--- config.mk ---
export PLATFORM = sky130hd
export DESIGN_NAME = rgb_pwm_periph
export DESIGN_NICKNAME = d
export VERILOG_FILES = /design/src/rtl/rgb_pwm_pkg.sv /design/src/rtl/pwm_channel.sv /design/src/rtl/rgb_pwm_periph.sv
export SDC_FILE = /design/constraint.sdc
export NUM_CORES = 1
export LEC_CHECK = 0
export ABC_AREA = 0
export CAP_MARGIN = 5
export CORE_ASPECT_RATIO = 0.7
export CORE_UTILIZATION = 50
export DETAILED_ROUTE_END_ITERATION = 8
export MAX_ROUTING_LAYER = met4
export PLACE_DENSITY = 0.82
export SYNTH_ARGS = -nofsm -noshare
export SYNTH_HDL_FRONTEND = slang
export SYNTH_SLANG_ARGS = --single-unit
--- constraint.sdc ---
create_clock -name clk -period 6.3 [get_ports clk]
set_input_delay 0.63 -clock clk [delete_from_list [all_inputs] [get_ports clk]]
set_output_delay 0.63 -clock clk [all_outputs]
set_load 0.05 [all_outputs]
--- src/rtl/rgb_pwm_pkg.sv ---
// rgb_pwm_pkg: shared definitions for the RGB/LED PWM peripheral.
//   - Register offsets (word index = byte offset >> 2) for the 32-byte window.
//   - CTRL bit positions.
//   - duty_t: 8-bit duty cycle / PWM counter type.
//   - fade_step(): one linear fade step of an active duty toward its target.
package rgb_pwm_pkg;

  typedef logic [7:0] duty_t;

  localparam logic [2:0] OFF_CTRL    = 3'd0;
  localparam logic [2:0] OFF_TGT_R   = 3'd1;
  localparam logic [2:0] OFF_TGT_G   = 3'd2;
  localparam logic [2:0] OFF_TGT_B   = 3'd3;
  localparam logic [2:0] OFF_PERIODS = 3'd4;
  localparam logic [2:0] OFF_ACT     = 3'd5;

  localparam int CTRL_EN   = 0;
  localparam int CTRL_FADE = 1;
  localparam int CTRL_LED  = 2;

  // Move cur one step toward tgt, holding once they are equal.
  function automatic duty_t fade_step(input duty_t cur, input duty_t tgt);
    duty_t nxt;
    if (cur < tgt) begin
      nxt = cur + 8'd1;
    end else if (cur > tgt) begin
      nxt = cur - 8'd1;
    end else begin
      nxt = cur;
    end
    return nxt;
  endfunction

endpackage

--- src/rtl/pwm_channel.sv ---
// pwm_channel: one colour channel of the PWM peripheral.
//   Ports:
//     clk, reset      - system clock, asynchronous active-low reset
//     tgt             - buffered target duty written by software
//     fade            - 1: ACT steps +/-1 toward tgt per period, 0: ACT <- tgt
//     period_end      - one-cycle strobe at the last step of each PWM period
//     en              - channel output enable (CTRL.EN)
//     cnt             - shared 8-bit PWM counter
//     act             - active duty currently driving the compare
//     lit             - registered compare result (active-high)
module pwm_channel
  import rgb_pwm_pkg::*;
(
  input  logic  clk,
  input  logic  reset,
  input  duty_t tgt,
  input  logic  fade,
  input  logic  period_end,
  input  logic  en,
  input  duty_t cnt,
  output duty_t act,
  output logic  lit
);

  duty_t r_act;
  logic  r_lit;

  // Active duty: only reloaded at a period boundary so a period never tears.
  always_ff @(posedge clk or negedge reset) begin
    if (!reset) begin
      r_act <= 8'd0;
    end else if (period_end) begin
      r_act <= fade ? fade_step(r_act, tgt) : tgt;
    end else begin
      r_act <= r_act;
    end
  end

  // Compare register: ACT=255 still leaves cnt=255 dark, ACT=0 never lights.
  always_ff @(posedge clk or negedge reset) begin
    if (!reset) begin
      r_lit <= 1'b0;
    end else begin
      r_lit <= en && (cnt < r_act);
    end
  end

  assign act = r_act;
  assign lit = r_lit;

endmodule

--- src/rtl/rgb_pwm_periph.sv ---
// rgb_pwm_periph: memory-mapped RGB/LED PWM peripheral on the dmem bus.
//   Parameters: BASE_ADDR (32-byte window base), PRESCALE (clk per PWM step),
//               ACTIVE_LOW (1: red/green/blue drive 0 when lit).
//   Ports:
//     clk, reset                  - system clock, asynchronous active-low reset
//     dmem_address/data_in/wren   - core data bus (full-word writes)
//     rd_data                     - read data, registered one cycle after address
//     led                         - CTRL.LED (active-high)
//     red, green, blue            - PWM outputs
module rgb_pwm_periph
  import rgb_pwm_pkg::*;
#(
  parameter logic [31:0] BASE_ADDR  = 32'h0000_1000,
  parameter int          PRESCALE   = 47,
  parameter bit          ACTIVE_LOW = 1'b1
)
(
  input  logic        clk,
  input  logic        reset,
  input  logic [31:0] dmem_address,
  input  logic [31:0] dmem_data_in,
  input  logic        dmem_wren,
  output logic [31:0] rd_data,
  output logic        led,
  output logic        red,
  output logic        green,
  output logic        blue
);

  localparam int             PRE_W   = (PRESCALE > 1) ? $clog2(PRESCALE) : 1;
  localparam logic [PRE_W-1:0] PRE_MAX = PRE_W'(PRESCALE - 1);

  logic [2:0]       r_ctrl;
  duty_t            r_tgt_r, r_tgt_g, r_tgt_b;
  logic [PRE_W-1:0] r_pre;
  duty_t            r_cnt;
  logic [15:0]      r_periods;
  logic [31:0]      r_rd_data;

  logic             w_hit, w_wr, w_en_next, w_tick, w_period_end;
  logic [2:0]       w_off;
  logic [31:0]      w_rd_next;
  duty_t            w_act_r, w_act_g, w_act_b;
  logic             w_lit_r, w_lit_g, w_lit_b;
  logic             w_unused;

  assign w_hit        = (dmem_address[31:5] == BASE_ADDR[31:5]);
  assign w_off        = dmem_address[4:2];
  assign w_wr         = dmem_wren && w_hit;
  assign w_tick       = r_ctrl[CTRL_EN] && (r_pre == PRE_MAX);
  assign w_period_end = w_tick && (r_cnt == 8'hFF);
  assign w_unused     = &{1'b0, dmem_address[1:0], dmem_data_in[31:8]};

  // EN as it will be after this edge; a write clearing EN stops counting at once.
  always_comb begin
    w_en_next = r_ctrl[CTRL_EN];
    if (w_wr && (w_off == OFF_CTRL)) begin
      w_en_next = dmem_data_in[CTRL_EN];
    end else begin
      w_en_next = r_ctrl[CTRL_EN];
    end
  end

  // Software-writable registers.
  always_ff @(posedge clk or negedge reset) begin
    if (!reset) begin
      r_ctrl  <= 3'd0;
      r_tgt_r <= 8'd0;
      r_tgt_g <= 8'd0;
      r_tgt_b <= 8'd0;
    end else if (w_wr) begin
      case (w_off)
        OFF_CTRL:  r_ctrl  <= dmem_data_in[2:0];
        OFF_TGT_R: r_tgt_r <= dmem_data_in[7:0];
        OFF_TGT_G: r_tgt_g <= dmem_data_in[7:0];
        OFF_TGT_B: r_tgt_b <= dmem_data_in[7:0];
        default:   r_ctrl  <= r_ctrl;
      endcase
    end
  end

  // Prescaler, PWM counter and period count; all pinned to 0 while disabled.
  always_ff @(posedge clk or negedge reset) begin
    if (!reset) begin
      r_pre     <= {PRE_W{1'b0}};
      r_cnt     <= 8'd0;
      r_periods <= 16'd0;
    end else if (!r_ctrl[CTRL_EN] || !w_en_next) begin
      r_pre     <= {PRE_W{1'b0}};
      r_cnt     <= 8'd0;
      r_periods <= 16'd0;
    end else if (w_tick) begin
      r_pre <= {PRE_W{1'b0}};
      r_cnt <= r_cnt + 8'd1;
      if (w_period_end) begin
        r_periods <= r_periods + 16'd1;
      end
    end else begin
      r_pre <= r_pre + PRE_W'(1);
    end
  end

  // Read mux for the address presented this cycle.
  always_comb begin
    w_rd_next = 32'd0;
    if (w_hit) begin
      case (w_off)
        OFF_CTRL:    w_rd_next = {29'd0, r_ctrl};
        OFF_TGT_R:   w_rd_next = {24'd0, r_tgt_r};
        OFF_TGT_G:   w_rd_next = {24'd0, r_tgt_g};
        OFF_TGT_B:   w_rd_next = {24'd0, r_tgt_b};
        OFF_PERIODS: w_rd_next = {16'd0, r_periods};
        OFF_ACT:     w_rd_next = {8'd0, w_act_b, w_act_g, w_act_r};
        default:     w_rd_next = 32'd0;
      endcase
    end else begin
      w_rd_next = 32'd0;
    end
  end

  // Read data register.
  always_ff @(posedge clk or negedge reset) begin
    if (!reset) begin
      r_rd_data <= 32'd0;
    end else begin
      r_rd_data <= w_rd_next;
    end
  end

  pwm_channel u_ch_r (
    .clk(clk), .reset(reset), .tgt(r_tgt_r), .fade(r_ctrl[CTRL_FADE]),
    .period_end(w_period_end), .en(r_ctrl[CTRL_EN]), .cnt(r_cnt),
    .act(w_act_r), .lit(w_lit_r)
  );

  pwm_channel u_ch_g (
    .clk(clk), .reset(reset), .tgt(r_tgt_g), .fade(r_ctrl[CTRL_FADE]),
    .period_end(w_period_end), .en(r_ctrl[CTRL_EN]), .cnt(r_cnt),
    .act(w_act_g), .lit(w_lit_g)
  );

  pwm_channel u_ch_b (
    .clk(clk), .reset(reset), .tgt(r_tgt_b), .fade(r_ctrl[CTRL_FADE]),
    .period_end(w_period_end), .en(r_ctrl[CTRL_EN]), .cnt(r_cnt),
    .act(w_act_b), .lit(w_lit_b)
  );

  assign rd_data = r_rd_data;
  assign led     = r_ctrl[CTRL_LED];
  // Polarity flip of a registered compare; reset leaves them inactive.
  assign red     = w_lit_r ^ ACTIVE_LOW;
  assign green   = w_lit_g ^ ACTIVE_LOW;
  assign blue    = w_lit_b ^ ACTIVE_LOW;

endmodule

-- Word level (Yosys, flattened, before mapping)
Cells that the tools add are included.
- $add $sub $neg: 9
- magnitude comparators: 9
- equal/unequal tests: 11
- mux-type cells: 19
- bitwise gates (word level): 3
- reduce and logical (&&, ||, !) cells: 21
- operator list (kind ; count):
    $pmux 24 s6 ; 1
    $mux 8 ; 11
    $lt 8x8->1 ; 6
    $mux 16 ; 3
    $add 8x1->8 const B ; 4
    $mux 32 ; 1
    $eq 27x8->1 const B ; 1
    $gt 8x8->1 ; 3
    $sub 8x1->8 const B ; 3
    $add 16x1->16 const B ; 1
    $reduce_and 2->1 ; 8
    $mux 6 ; 2
    $ne 3x1->1 const B ; 3
    $eq 8x8->1 const B ; 1
    $logic_and 1x1->1 ; 7
    $add 6x1->6 const B ; 1
    $eq 3x2->1 const B ; 2
    $eq 3x3->1 const B ; 2
    $eq 6x6->1 const B ; 1
    $reduce_bool 2->1 ; 2
    $eq 3x1->1 const B ; 1
    $logic_not 3->1 ; 1
    $not 1->1 ; 3
    $logic_not 1->1 ; 2
    2 further kinds ; 2
- register bits after elaboration: 116
- output and inout port bits: 36
- word-level logic and storage cells: 86

-- Logic depth before layout (Yosys ltp)
- depth in word-level cells: 8
- depth in mapped cells: 13
- mapped depth without buffers: 13

-- By module
A second synthesis with hierarchy kept.
- cells, all modules: 730
- area, all modules: 7298.2 um^2
- modules (own cells, without submodules) (module ; times used ; cells an instance ; area each (um^2)):
    rgb_pwm_periph ; 1 ; 346 ; 3818.7
    pwm_channel (u_ch_g ...) ; 2 ; 128 ; 1149.9
    pwm_channel (u_ch_b) ; 1 ; 128 ; 1179.9

-- Worst setup path before layout
Ideal clock, no wire load.
- path type: register to register
- from: register u_ch_r.r_act[1] (netlist: u_ch_r.act[1])
- to: register u_ch_r.r_act[7] (netlist: u_ch_r.act[7])
- arrival: 2.908 ns
- required time: 6.232 ns
- path slack: 3.323 ns
- cell stages (with the launch flop): 13
- clock period less this slack: 2.977 ns
- cell sequence: dfrtp_1 ha_1 nor2b_1 o211ai_1 a21o_1 nand2_1 ha_1 a21oi_1 o211ai_1 o41a_1 a21o_1 a2111o_1 nand3_1
- word-level cells in the longest chain between the ends: 4
- elaborated cells on any way between the ends: 9
- ends and longest elaborated chain (item ; line ; source):
    start, declared ; pwm_channel.sv:25 ; duty_t r_act;
    start signal, assigned ; pwm_channel.sv:33 ; r_act <= fade ? fade_step(r_act, tgt) : tgt;
    start signal, assigned ; pwm_channel.sv:35 ; r_act <= r_act;
    $sub 8x1->8 ; rgb_pwm_pkg.sv:27 ; nxt = cur - 8'd1;
    $mux 8 ; rgb_pwm_pkg.sv:26 ; end else if (cur > tgt) begin
    $mux 8 ; rgb_pwm_pkg.sv:24 ; if (cur < tgt) begin
    $mux 8 ; pwm_channel.sv:33 ;
Several ways; a longest one is shown, not always the timed one. The select of a mux whose other input is x is not followed.
A chain may end at the register's enable or synchronous reset.

-- Final worst setup path
Ends and elaborated chain as after synthesis.

==> metrics.md <==
| Metric | Value |
|---|---|
| First-pass GRT wire length | `27400 um` |
| Hpwl dp | `12500 um` |
| CTS H-Tree Depth | `3` |
| Sequential area share after synthesis | `38.6%` |
| Die height | `101 um` |
| Syn Area/Cell | `9.65 sq um` |
| Synthesized cell area | `0.00701 sq mm` |
| Number of flops mapped to enable cells by yosys | `0` |
| Cell depth of the worst flop-to-flop path | `12` |
| Tcrit/Tclk final | `54.2%` |
| Max-cap violations | `0` |
| TritonCTS buffer count | `9` |
| Synth top cells by count | `dfrtp_1, ha_1, nand2_1, nor2_1, inv_1` |
| Global route overflow | `0` |
| Clk sink count | `108` |
| Share of cells above drive strength 1 | `7.25%` |
| VDD IR max | `0.0944 mV` |
| DR pass1 iterations | `5` |
| Area contributors post-synth | `dfrtp_1, ha_1, mux2i_1` |
| Leakage | `0.00366 uW` |
| Die area | `0.0145 sq mm` |
| Postcts setup bufs | `0` |
| Status | `finished, final reports clean` |
| Longest Clk Path Bufs | `2` |
| Non-Filler Instances | `971` |
| Antenna-violating nets left | `0` |
| Fmax | `0.293 GHz` |
| Crit path capture type | `flip-flop` |
| Number of global-route vias before repair | `5372` |
| R2R Setup Slk | `2890 ps` |
| Initial Util | `52.3%` |
| RR Startpoint | `u_ch_r.act[1]` |
| WL/cell | `17.0 um` |
| CTS resizes | `0` |
| Top FF cell, synth | `dfrtp_1` |
| Vias | `5477` |
| Rows | `35` |
| Cts hold-fix bufs | `0` |
| CP startpoint kind | `flip-flop` |
| Mapped Cells | `726` |
| Largest net degree at the start of global routing | `71` |
| IO Count | `103` |
| Chip Width | `143 um` |
| Core ar. | `0.0134 sq mm` |
| Syn-to-layout area delta | `15.1%` |
| Vias/cell | `5.64` |
| Cell variety after synth | `58` |
| Antenna violations before repair | `0` |
| Worst r2r dst | `u_ch_r.act[7]` |
| Routability cong. | `0.886` |
| Warnings, synthesis | `0` |
| Util after Layout | `60.2%` |
| Final hold slack | `234 ps` |
| Inst Count DP | `957` |
| Crit path required time | `6590 ps` |
| Relative slew slack | `34.4%` |
| Worst-skew pair later-pin latency | `350 ps` |
| Diodes inserted | `0` |
| Setup ws final | `2890 ps` |
| Initial DRC Count | `359` |
| Post-synth top area share | `38.6%` |
| Synth Register Bits | `108` |
| Clock slew at reported path FFs | `70 ps` |
| Final hold violations | `0` |
| Setup tns final | `0 ps` |
| Synth area leader | `dfrtp_1` |
| CP arrival | `3700 ps` |
| Tightest Pin Transition | `984 ps` |
| CP Max Fanout | `8` |
| Number of I/O port buffers | `68` |
| Total Routed Length | `16500 um` |
| CTS tree | `done` |
| Power Density | `157 mW/mm^2` |
| Hold crit path type | `in -> async` |
| Global Route Usage Sum | `25.5%` |
| Count leader, synth | `dfrtp_1` |
| Pre-CTS worst setup slack | `2960 ps` |
| DRC violations left | `0` |
| Crit Path Category | `reg -> reg` |
| Fin crit period | `3410 ps` |
| Finish-stage setup viols | `0` |
| Layout net count | `923` |
| Root buffer cell | `clkbuf_16` |
| Clock skew | `7.90 ps` |
| Fin. max-slew vios | `0` |
| RSZ-0062 raised after global routing | `false` |
| Asr flop ratio synth | `100%` |
[cell families after synthesis]
group	Yosys count	synth area share [%]
muxes	64	10.0
and+or+nand+nor	232	16.7
xor gates and xnor gates	36	4.50
buffers and inverters	89	5.20
DFF	108	38.6
AOI/OAI and AO/OA	123	11.6
adders and majority gates	73	13.4
other	1	0.0535
[registers in the layout (all words and copies together), names as in the netlist, 8 cells and up]
register	cells
rd_data	24
r_periods	16
r_cnt	8
r_tgt_b	8
r_tgt_g	8
r_tgt_r	8
u_ch_b.act	8
u_ch_g.act	8
u_ch_r.act	8
[stage by stage]
step | power (uW) | cell area, sq um
2_1_floorplan | 734 | 7030
3_3_place_gp | 774 | 7810
3_5_place_dp | 774 | 7810
4_1_cts | 1280 | 8070
5_1_grt | 1310 | 8070
6_report | 1270 | 8070
[how the worst max path moves through the flow]
stage,start,endpoint,depth (start not counted)
after floorplan,u_ch_r.act[1],u_ch_r.act[7],12
after global placement,u_ch_r.act[1],u_ch_r.act[7],12
after detailed placement,u_ch_r.act[1],u_ch_r.act[7],12
after CTS,u_ch_r.act[1],u_ch_r.act[7],12
after global routing,u_ch_r.act[1],u_ch_r.act[7],12
final,u_ch_r.act[1],u_ch_r.act[7],12
[final cells by class]
class,count,area (sq um)
timing repair buffer,71,696
tap,185,231
sequential,108,2700
clock inverter,4,28.8
multi-input combinational,536,3970
clock buffer,10,229
fill,1146,5330
inverter,57,214
[layer usage]
metal,vias to the layer above,track usage (%),wire [um]
met1,2649,35.4,7830
li1,2644,-,-
met4,0,5.40,129
met2,172,38.3,7350
met5,-,-,0
met3,12,5.32,1230
[worst max-delay path, stage by stage (launching register included)]
cell and delay (ps):
dfrtp_1 470, ha_1 330, nor2b_1 140, o211ai_1 200, a21o_1 190, nand2_1 220, ha_1 350, a21oi_1 230
o211ai_1 160, o41a_1 380, a21o_1 200, a2111o_1 410, nand3_1 80
[where the power goes]
part	total (uW)	leakage, uW	switching, uW	internal (uW)
clock	507	0.000120	243	264
combinational	67.3	0.00204	40.7	26.6
sequential	693	0.00150	0.00000751	693
total	1270	0.00366	284	983
[cells in the final DEF (no fill, tap or decap), types with 9 or more instances in the layout]
cell type / Yosys / final
a21o_1: 16 / 16
a21oi_1: 24 / 24
and3_1: 13 / 13
clkbuf_16: 0 / 9
clkdlybuf4s50_1: 0 / 66
dfrtp_1: 108 / 108
ha_1: 70 / 70
inv_1: 57 / 57
mux2_2: 26 / 26
mux2i_1: 36 / 36
nand2_1: 60 / 60
nand3_1: 20 / 20
nand4_1: 17 / 17
nor2_1: 60 / 60
nor3_1: 12 / 12
o21ai_0: 39 / 39
xnor2_1: 16 / 16
xor2_1: 20 / 20
(Power assumes the default switching activity.)
